===== src/rtl/hazard_scoreboard.sv =====
// Hazard/forwarding controller beside ID: tracks in-flight destinations, stalls, forwards, flushes.
// Forwarding is built only when HAZARD_FWD_EN is defined; otherwise dependents wait for retirement.
module hazard_scoreboard #(
  parameter int unsigned STAGES      = 3,
  parameter int unsigned AW          = 5,
  parameter int unsigned LOAD_RDY    = 2,
  parameter int unsigned REDIR_STAGE = 2,
  parameter int unsigned SW          = $clog2(STAGES + 1)
) (
  input  logic          clk,
  input  logic          rst,
  input  logic          id_valid,
  input  logic [AW-1:0] id_rs1,
  input  logic [AW-1:0] id_rs2,
  input  logic          id_rs1_used,
  input  logic          id_rs2_used,
  input  logic [AW-1:0] id_rd,
  input  logic          id_reg_wen,
  input  logic          id_is_load,
  input  logic          redirect,
  output logic          stall,
  output logic          flush_id,
  output logic [SW-1:0] fwd1_sel,
  output logic [SW-1:0] fwd2_sel,
  output logic [31:0]   stall_cnt
);

  // First stage index at which a producer's result can be consumed.
`ifdef HAZARD_FWD_EN
  localparam int unsigned AluReady  = 1;
  localparam int unsigned LoadReady = LOAD_RDY;
`else
  // Without forwarding nothing is usable until it has left the last stage.
  localparam int unsigned AluReady  = STAGES + 1;
  localparam int unsigned LoadReady = (LOAD_RDY > STAGES) ? LOAD_RDY : STAGES + 1;
`endif

  // Stages 2..REDIR_STAGE hold work younger than the redirecting instruction.
  localparam logic [STAGES:1] KillMask = STAGES'((2 ** REDIR_STAGE) - 2);

  logic [STAGES:1]         v_q, wen_q, ld_q;
  logic [STAGES:1][AW-1:0] rd_q;
  logic [31:0]             stall_cnt_q;
  logic                    nrdy1, nrdy2;
  logic                    slot1_v;
  logic [STAGES:1]         kill;

  // Returns {not_ready, select}; the youngest matching stage wins.
  function automatic logic [SW:0] resolve(input logic [AW-1:0] rs, input logic used);
    logic          nrdy;
    logic [SW-1:0] sel;
    nrdy = 1'b0;
    sel  = '0;
    for (logic [SW-1:0] k = SW'(STAGES); k != '0; k--) begin
      if (v_q[k] && wen_q[k] && (rd_q[k] == rs) && (rs != '0) && used) begin
        nrdy = 32'(k) < (ld_q[k] ? LoadReady : AluReady);
        sel  = nrdy ? '0 : k;
      end
    end
    return {nrdy, sel};
  endfunction

  always_comb begin
    {nrdy1, fwd1_sel} = resolve(id_rs1, id_rs1_used);
    {nrdy2, fwd2_sel} = resolve(id_rs2, id_rs2_used);
    stall             = id_valid & ~redirect & (nrdy1 | nrdy2);
    flush_id          = redirect;
    slot1_v           = id_valid & ~stall & ~redirect;
    kill              = redirect ? KillMask : '0;
    stall_cnt         = stall_cnt_q;
  end

  always_ff @(posedge clk) begin
    if (!rst) begin
      v_q         <= '0;
      wen_q       <= '0;
      ld_q        <= '0;
      rd_q        <= '0;
      stall_cnt_q <= '0;
    end else begin
      v_q   <= {v_q[STAGES-1:1], slot1_v} & ~kill;
      wen_q <= {wen_q[STAGES-1:1], id_reg_wen};
      ld_q  <= {ld_q[STAGES-1:1], id_is_load};
      rd_q  <= {rd_q[STAGES-1:1], id_rd};
      if (stall) begin
        stall_cnt_q <= stall_cnt_q + 32'd1;
      end
    end
  end

endmodule


===== config.mk =====
export PLATFORM = sky130hd
export DESIGN_NAME = hazard_scoreboard
export DESIGN_NICKNAME = d
export VERILOG_FILES = /design/src/rtl/hazard_scoreboard.sv
export SDC_FILE = /design/constraint.sdc
export NUM_CORES = 1
export LEC_CHECK = 0
export CAP_MARGIN = 20
export CORE_AREA = 5 5 114 62
export CTS_CLUSTER_DIAMETER = 30
export DETAILED_ROUTE_END_ITERATION = 12
export DIE_AREA = 0 0 119 67
export PLACE_DENSITY = 0.75
export SLEW_MARGIN = 20
export SYNTH_ARGS = -nofsm -noshare
export SYNTH_HDL_FRONTEND = slang
export SYNTH_SLANG_ARGS = --single-unit

===== constraint.sdc =====
create_clock -name clk -period 2.7 [get_ports clk]
set_clock_uncertainty 0.15 [all_clocks]
set_input_delay 0.54 -clock clk [delete_from_list [all_inputs] [get_ports clk]]
set_output_delay 0.54 -clock clk [all_outputs]
set_load 0.05 [all_outputs]

==> out/metrics.yaml, run 1 <==
global_route:
  grt_pass1_vias: 2265
  grt_max_degree: 37
  antenna_found_initial: 0
  grt.total_usage: 0.179
  grt_pass1_wl_um: 11400
  overflow: 0
die:
  io_pins: 61
  initial_core_util: 0.442
  dieArea_sq_um: 7970
  core_sq_um: 5910
  die_y_um: 67
  fp.dieW_um: 119
  rows: 20
critical_path:
  worst-path-max-fanout: 4
  crit_path_start_kind: "input port"
  critical_path_arrival_ns: 2.14
  worstPathCellList: "clkdlybuf4s15_2 > xor2_1 > nor4_1 > nand4_1 > a31oi_4 > o21ai_4 > inv_2 > buf_12"
  worstSetupPathType: "in2out"
  end_kind: "output port"
  slowest_delay_ns: 0.35
  cp.required_ns: 2.01
  critPathBufInv: 3
  critPathTopFamily: "simple AND/OR/NAND/NOR gates"
  crit_slowest_cell: "a31oi_4"
synth:
  yosys_warnings: 0
  synth-seq-cells: 53
  synth_seq_area_share: 0.407
  synth_top_area_frac: 0.407
  synthArstFlopShare: 0
  syn_area_sq_um: 2610
  syn_area_per_cell_sq_um: 8.50
  yosys-top-cells-area: "dfxtp_1, xor2_1, and2_1, or3_1, a21oi_1"
  synth_edf_count: 0
  dominantRegCellSynth: "dfxtp_1"
  synth_cell_types: 40
  yosys.area.top_type: "dfxtp_1"
  synth_cells: 307
cts:
  clk_latency_ns: 0.29
  clk_pin_slew_ns: 0.07
  htree_levels: 2
  cts_buffer_depth: 2
  cts_sinks: 53
  cts_tree: "built"
  postCtsHoldBufs: 0
  root_buffer: "clkbuf_16"
  numCtsBuffers: 5
pwr:
  switching_share: 0.231
  p_switching_mw: 0.359
  p_leak_nw: 1.31
  p_int_mw: 1.20
  power_frac_comb: 0.090
  seqPwrFrac: 0.513
  clkPwrFrac: 0.397
  power_density_nw_per_um2: 414
  vdd_drop_max_uv: 247
cells_and_area:
  multi_input_area_sq_um: 1570
  nFillCells: 477
  drive_gt1_frac: 0.253
  nets: 410
  final_common_cell: "clkdlybuf4s50_1"
  syn2layout_area_growth_pct: 44.2
  n_antenna_cell: 0
  regArea_sq_um: 1100
  fin_area_sq_um: 3760
  layout.cells.non_filler: 464
  final_cell_mix: "clkdlybuf4s50_1, dfxtp_1, buf_4, nand2_1, xor2_1"
detailed_routing:
  drt_first_iter_violations: 215
  avgRoutedWirePerCell_um: 16.1
  drt_first_pass_iters: 5
  routed_wirelength_um: 7460
  vias_per_cell: 5.42
  dr_total_vias: 2517
  antenna_left: 0
  drc: 0
placed_design:
  place_hpwl_um: 5240
  dp.cells: 445
  place_area_sq_um: 3410
  numPortBuffers: 55
  place.gp.congestion: 0.898
outcome:
  status: "finished with violations"
  violations: "negative setup slack"
timing:
  setup_violations: 6
  fin_crit_sh: 1.05
  rsz0062_at_grt: "true"
  finalHoldViolCount: 0
  fin_crit_ns: 2.83
  setup_ws_ns: -0.132
  max_slew_margin: 0.396
  fmax_mhz: 353
  drv_slew: 0
  worst_slew_pin_slew_ns: 0.905
flow_run:
  maxCapViolations: 0
min_path:
  hold_class: "reg2reg"
==> sequential cells by signal, indices dropped and copies added (netlist names) <==
register / count
stall_cnt: 32
wen_q: 3
rd_q: 15
v_q: 3
==> per-stage QoR <==
stage	TNS, ns	worst slack [ns]	util	total power, mW	hold slack [ns]
floorplan	0	0.0466	-	0.886	0.274
global placement	-14.18	-0.635	0.577	0.949	0.304
detailed placement	-16.85	-0.712	0.577	0.952	0.303
CTS	-0.0251	-0.0251	0.615	1.56	0.311
global route	-1.12	-0.159	0.637	1.61	0.348
finish	-0.314	-0.132	0.637	1.56	0.334
==> power by group through the flow <==
| stage | combinational, mW | sequential [mW] | clock [mW] |
|---|---|---|---|
| floorplan | 0.0730 | 0.813 | 0 |
| global placement | 0.131 | 0.818 | 0 |
| detailed placement | 0.134 | 0.818 | 0 |
| CTS | 0.137 | 0.800 | 0.620 |
| global route | 0.152 | 0.801 | 0.662 |
| finish | 0.140 | 0.800 | 0.618 |
==> tightest hold or removal path, delay by kind of cell, from the launching register on <==
family           cells  cell delay [ns]
AND/OR/NAND/NOR      1             0.05
multiplexers         1             0.06
flip-flops           1             0.32
==> cells by family (layout without fill, tap and decap cells) <==
family,count (synthesis),after routing,synth area share
buffers and inverters,34,111,0.0566
muxes,6,6,0.0230
and+or+nand+nor,123,123,0.272
AOI/OAI and AO/OA,58,58,0.132
other,1,4,0.00144
DFF,53,53,0.407
adders and majority gates,1,1,0.00479
xor gates and xnor gates,31,31,0.104
==> final timing paths <==
kind / cells after the start / slack [ns] / from / endpoint
worst min register to register: 2 / 0.33 / stall_cnt[31] / stall_cnt[31]
worst min-delay path: 2 / 0.33 / stall_cnt[31] / stall_cnt[31]
worst max-delay path: 8 / -0.13 / id_rs1[4] / stall
worst max register to register: 11 / -0.02 / rd_q[5] / stall_cnt[21]
==> cell usage after synthesis, types with 10 or more instances <==
cell type	number
dfxtp_1	53
nand2_1	22
and2_1	21
xor2_1	21
a21oi_1	20
o21ai_0	19
or3_1	18
inv_1	15
clkbuf_1	13
nand4_1	12
xnor2_1	10
==> area by class of cell <==
class	instances	area share
Clock buffer	7	0.0353
Multi-Input combinational cell	223	0.416
Tap cell	77	0.0256
Inverter	15	0.0150
Clock inverter	1	0.00200
Sequential cell	53	0.293
Timing Repair Buffer	88	0.213
==> timing repair <==
item	4_1_cts	5_1_grt
cloned	0	2
resized for setup	54	26
setup endpoints to repair	32	23
pin swaps	9	9
buffers inserted	5	4
==> metal layers <==
layer,GRT usage,part of all wire
met1,0.262,0.50
met2,0.259,0.41
met3,0.0475,0.083
met4,0.0375,0.0082
met5,0,0
No activity file was read; power rests on OpenSTA's default activity.
==> inputs of run 2 (changes only) <==
--- a/config.mk
+++ b/config.mk
@@ -12,5 +12,6 @@
 export DIE_AREA = 0 0 119 67
 export PLACE_DENSITY = 0.75
-export SLEW_MARGIN = 20
+export SETUP_SLACK_MARGIN = 0.1
+export SLEW_MARGIN = 30
 export SYNTH_ARGS = -nofsm -noshare
 export SYNTH_HDL_FRONTEND = slang
==> constraint.sdc (replaced) <==
create_clock -name clk -period 2.7 [get_ports clk]
set_clock_uncertainty 0.15 [all_clocks]
set_input_delay 0.81 -clock clk [delete_from_list [all_inputs] [get_ports clk]]
set_output_delay 0.81 -clock clk [all_outputs]
set_load 0.05 [all_outputs]
==> out/metrics.yaml, run 2 (same netlist as run 1, synthesis figures left out) <==
min_path:
  hold_class: "reg2reg"
global_route:
  grt_pass1_wl_um: 13200  # +15%
  grt_pass1_vias: 2614  # +15%
  grt_max_degree: 25  # -32%
  grt.total_usage: 0.208  # +0.0289
  overflow: 0  # unchanged
  antenna_found_initial: 0  # unchanged
placed_design:
  place.gp.congestion: 0.901  # +0.35%
  place_ws_ns: -1.19  # -0.479 ns
  place_hpwl_um: 5600  # +6.9%
  numPortBuffers: 55  # unchanged
  dp.cells: 450  # +1.1%
pwr:
  seqPwrFrac: 0.497  # -0.016
  power_density_nw_per_um2: 386  # -6.9%
  vdd_drop_max_uv: 257  # +3.9%
  power_mw: 1.61  # +3.3%
  p_switching_mw: 0.404  # +12%
  p_leak_nw: 1.47  # +13%
  clkPwrFrac: 0.393  # -0.004
  power_frac_comb: 0.110  # +0.020
  p_int_mw: 1.21  # +0.55%
  switching_share: 0.251  # +0.0204
cts:
  clk_pin_slew_ns: 0.07  # about the same
  root_buffer: "clkbuf_16"
  cts_sinks: 53  # unchanged
  htree_levels: 2  # unchanged
  cts_buffer_depth: 2  # unchanged
  postCtsHoldBufs: 0  # unchanged
  numCtsBuffers: 5  # unchanged
  clk_latency_ns: 0.30  # about the same
  cts_tree: "built"
critical_path:
  cp.required_ns: 2.76  # +0.75 ns
  crit_path_start_kind: "input port"
  worstSetupPathType: "in2reg"
  critical_path_arrival_ns: 3.30  # +1.16 ns
  end_kind: "flop"
  worst-path-max-fanout: 6  # +2
cells_and_area:
  largest_reg_flops: 32  # unchanged
  layout.cells.non_filler: 480  # +3.4%
  drive_gt1_frac: 0.335  # +0.0818
  n_antenna_cell: 0  # unchanged
  multi_input_area_sq_um: 1800  # +15%
  final_common_cell: "clkdlybuf4s50_1"
  nFillCells: 378  # -21%
  syn2layout_area_growth_pct: 60.0
  final_cell_mix: "clkdlybuf4s50_1, dfxtp_1, buf_4, nand2_1, and2_1"
  nets: 426  # +3.9%
  regArea_sq_um: 1090  # -1.0%
timing:
  max_slew_margin: 0.629  # +0.233
  fin_crit_sh: 1.20  # +0.152
  worst_slew_pin_slew_ns: 0.555  # -0.350 ns
  fmax_mhz: 308  # -13%
  fin_crit_ns: 3.24  # +0.411 ns
  rsz0062_at_grt: "true"
  setup_ws_ns: -0.542  # -0.411 ns
  finalHoldViolCount: 0  # unchanged
  worst_hold_slack_ns: 0.335  # +0.00123 ns
  setup_violations: 31  # +25
  tns_ns: -9.36  # -9.04 ns
  drv_slew: 0  # unchanged
flow_run:
  maxCapViolations: 0  # unchanged
detailed_routing:
  antenna_left: 0  # unchanged
  drt_first_iter_violations: 263  # +22%
  drc: 0  # unchanged
  routed_wirelength_um: 9730  # +30%
  dr_total_vias: 2828  # +12%
  drt_first_pass_iters: 4  # -1
  vias_per_cell: 5.89  # +8.6%
  avgRoutedWirePerCell_um: 20.3  # +26%
outcome:
  status: "finished with violations"
  violations: "negative setup slack"
die:
  rows: 20  # unchanged
  io_pins: 61  # unchanged
  initial_core_util: 0.442  # unchanged
  die_y_um: 67  # unchanged
  core_sq_um: 5910  # unchanged
  fp.dieW_um: 119  # unchanged
  dieArea_sq_um: 7970  # unchanged
## run 2: critical path, cell delays in order
cell	delay, ns
buf_2	0.14
xnor2_2	0.20
nand4_1	0.15
or3_4	0.43
a31oi_4	0.24
buf_4	0.15
buf_6	0.10
buf_6	0.10
o2111ai_4	0.14
buf_6	0.18
or4_4	0.48
a21oi_1	0.20
## run 2: path summary, 6_finish.rpt
| path | to | slack [ns] | from | cells after the start |
|---|---|---|---|---|
| max | stall_cnt[24] | -0.54 | id_rs2[2] | 12 |
| min | stall_cnt[31] | 0.34 | stall_cnt[31] | 2 |
| max reg2reg | stall_cnt[24] | -0.32 | rd_q[9] | 11 |
| min reg2reg | stall_cnt[31] | 0.34 | stall_cnt[31] | 2 |
## run 2: per-layer routing
metal / up-vias / track usage / wire length [um]
li1: 1265 / - / -
met5: - / 0 / 0
met1: 1329 / 0.287 / 4300
met3: 43 / 0.0450 / 965
met4: 0 / 0.0592 / 310
met2: 191 / 0.326 / 4150
## run 2: through the flow
stage / cell area (sq um) / util
6_report: 4180 / 0.707
5_1_grt: 4180 / 0.707
4_1_cts: 3900 / 0.660
3_5_place_dp: 3480 / 0.589
3_3_place_gp: 3480 / 0.589
2_1_floorplan: 2700 / -
## run 2: power by group through the flow
stage               Clock [mW]  Combinational (mW)  Sequential [mW]
floorplan                    0              0.0748            0.813
global placement             0               0.142            0.816
detailed placement           0               0.146            0.816
CTS                      0.618               0.156            0.799
global route             0.671               0.186            0.801
finish                   0.633               0.177            0.800
## run 2: layout make-up
type | count | share of cell area
flip-flops and latches | 53 | 0.262
multi-input cells | 223 | 0.430
well taps | 77 | 0.0231
repair buffers | 104 | 0.238
clock buffers | 5 | 0.0300
inverters | 15 | 0.0141
clock inverters | 3 | 0.00300
## run 2: timing repair
action	4_1_cts	5_1_grt
gates cloned	2	1
gates resized for setup	94	46
buffers inserted	6	14
endpoints found under the setup margin	34	31
pin swaps	32	16
==> inputs of run 3 (changes only) <==
- CORE_AREA: 5 5 114 62 -> 2 2 111 59
- CTS_CLUSTER_SIZE: unset -> 14
- DIE_AREA: 0 0 119 67 -> 0 0 113 61
- PLACE_DENSITY: 0.75 -> 0.72
- clock period: 2.7 -> 3.8 ns (I/O delays scaled with it)
==> out/metrics.yaml, run 3 (same netlist as run 1, synthesis figures left out) <==
outcome:
  status: "finished with violations"
  violations: "design-rule violations, negative setup slack"
pwr:
  vdd_drop_max_uv: 165  # -36%
  power_density_nw_per_um2: 317  # -18%
  p_leak_nw: 1.29  # -13%
  power_mw: 1.17  # -27%
cells_and_area:
  fin_util: 0.627  # -0.0799
  syn2layout_area_growth_pct: 41.9
  final_cell_mix: "dfxtp_1, clkdlybuf4s50_1, buf_4, nand2_1, and2_1"
  nets: 409  # -4.0%
  drive_gt1_frac: 0.182  # -0.153
  largest_reg_flops: 32  # unchanged
  final_common_cell: "dfxtp_1"
  n_antenna_cell: 0  # unchanged
  multi_input_area_sq_um: 1510  # -16%
  nFillCells: 503  # +33%
  layout.cells.non_filler: 462  # -3.8%
  regArea_sq_um: 1060  # -2.9%
  fin_area_sq_um: 3700  # -11%
cts:
  cts_buffer_depth: 2  # unchanged
  cts_sinks: 53  # unchanged
  root_buffer: "clkbuf_16"
  numCtsBuffers: 5  # unchanged
  clk_latency_ns: 0.28  # -0.02 ns
  clk_pin_slew_ns: 0.07  # about the same
  htree_levels: 2  # unchanged
  cts_tree: "built"
detailed_routing:
  avgRoutedWirePerCell_um: 15.6  # -23%
  routed.top_layer: "met4"
  drc: 4  # +4
  dr_total_vias: 2550  # -9.8%
  wl_met1_um: 3760  # -12%
  met3RoutedLength_um: 423  # -56%
  drt_first_iter_violations: 142  # -46%
  routed_wirelength_um: 7200  # -26%
  vias_per_cell: 5.52  # -6.3%
  antenna_left: 0  # unchanged
  drt_first_pass_iters: 8  # +4
  wl_met2_um: 2970  # -28%
critical_path:
  cp.required_ns: 2.51  # -0.25 ns
  crit_path_start_kind: "input port"
  slowest_delay_ns: 0.55  # +0.07 ns
  worst-path-max-fanout: 4  # -2
  crit_slowest_cell: "or4b_4"
  worstSetupPathType: "in2out"
  critPathTopFamily: "simple AND/OR/NAND/NOR gates"
  critPathBufInv: 3  # -2
  end_kind: "output port"
  critical_path_arrival_ns: 2.53  # -0.77 ns
  worstPathCellList: "buf_8 > xnor2_2 > o221ai_2 > or4b_4 > a31oi_4 > o21ai_2 > inv_2 > buf_12"
die:
  io_pins: 61  # unchanged
  dieArea_sq_um: 6890  # -14%
  initial_core_util: 0.442  # unchanged
  rows: 20  # unchanged
  fp.dieW_um: 113  # -5.0%
  core_sq_um: 5910  # unchanged
  die_y_um: 61  # -9.0%
timing:
  setup_violations: 1  # -97%
  worst_slew_pin_slew_ns: 0.762  # +0.206 ns
  drv_slew: 0  # unchanged
  rsz0062_at_grt: "true"
  tns_ns: -0.0235  # +9.33 ns
  finalHoldViolCount: 0  # unchanged
  worst_hold_slack_ns: 0.330  # -0.00492 ns
  setup_ws_ns: -0.0235  # +0.519 ns
  max_slew_margin: 0.492  # -0.137
  fmax_mhz: 262
  fin_crit_sh: 1.01
  fin_crit_ns: 3.82
global_route:
  overflow: 0  # unchanged
  antenna_found_initial: 0  # unchanged
  grt_pass1_vias: 2240  # -14%
  grt_max_degree: 37  # +48%
  grt_pass1_wl_um: 11000  # -17%
  grt.total_usage: 0.206  # -0.00187
placed_design:
  dp.cells: 442  # -1.8%
  place_ws_ns: -0.543  # +0.649 ns
  place.gp.congestion: 0.890  # -1.3%
  place_area_sq_um: 3360  # -3.3%
  place_hpwl_um: 4980  # -11%
  numPortBuffers: 55  # unchanged
flow_run:
  maxCapViolations: 0  # unchanged
min_path:
  hold_class: "reg2reg"
==> run 3: cell count changes in the layout (fill, tap and decap cells not counted), sizes merged <==
cell           change
bufinv             +1
clkdlybuf4s15      +1
clkinv             -2
clkbuf             +2
buf               -20
==> run 3: layout make-up <==
| class | instances | area share |
|---|---|---|
| multi-input cells | 223 | 0.409 |
| clock buffers | 5 | 0.0338 |
| well taps | 77 | 0.0260 |
| inverters | 15 | 0.0152 |
| repair buffers | 87 | 0.220 |
| clock inverters | 2 | 0.00946 |
| flip-flops and latches | 53 | 0.286 |
==> run 3: timing repair <==
| item | 4_1_cts | 5_1_grt |
|---|---|---|
| pin swaps | 10 | 17 |
| gates resized for setup | 39 | 32 |
| setup buffers | 5 | 8 |
| setup endpoints to repair | 10 | 2 |
| hold buffers | 0 | 0 |
==> run 3: worst reg2reg max path: stages, from the launching register on <==
cell and delay [ns]:
dfxtp_1 0.36, inv_1 0.09, a221oi_2 0.27, or4b_4 0.52, a31oi_4 0.21, buf_4 0.13, buf_4 0.10, buf_4 0.11
o2111ai_1 0.10, buf_4 0.23, or4_1 0.48, a21oi_1 0.19
==> run 3: worst paths after layout <==
| check | start | end | slack (ns) | cells past startpoint |
|---|---|---|---|---|
| setup / recovery | id_rs1[0] | stall | -0.02 | 8 |
| hold / removal | stall_cnt[31] | stall_cnt[31] | 0.33 | 2 |
| setup reg to reg | rd_q[12] | stall_cnt[18] | 0.78 | 11 |
| hold reg to reg | stall_cnt[31] | stall_cnt[31] | 0.33 | 2 |
==> run 3: layer usage <==
metal	vias to the layer above	global-route usage
li1	1240	-
met3	6	0.0450
met1	1231	0.310
met2	73	0.304
met5	-	0
met4	0	0.0418
==> run 3: where the power goes <==
part / internal, mW / total [mW] / switching, mW
Combinational: 0.0499 / 0.103 / 0.0530
Clock: 0.306 / 0.496 / 0.190
Sequential: 0.564 / 0.573 / 0.00959
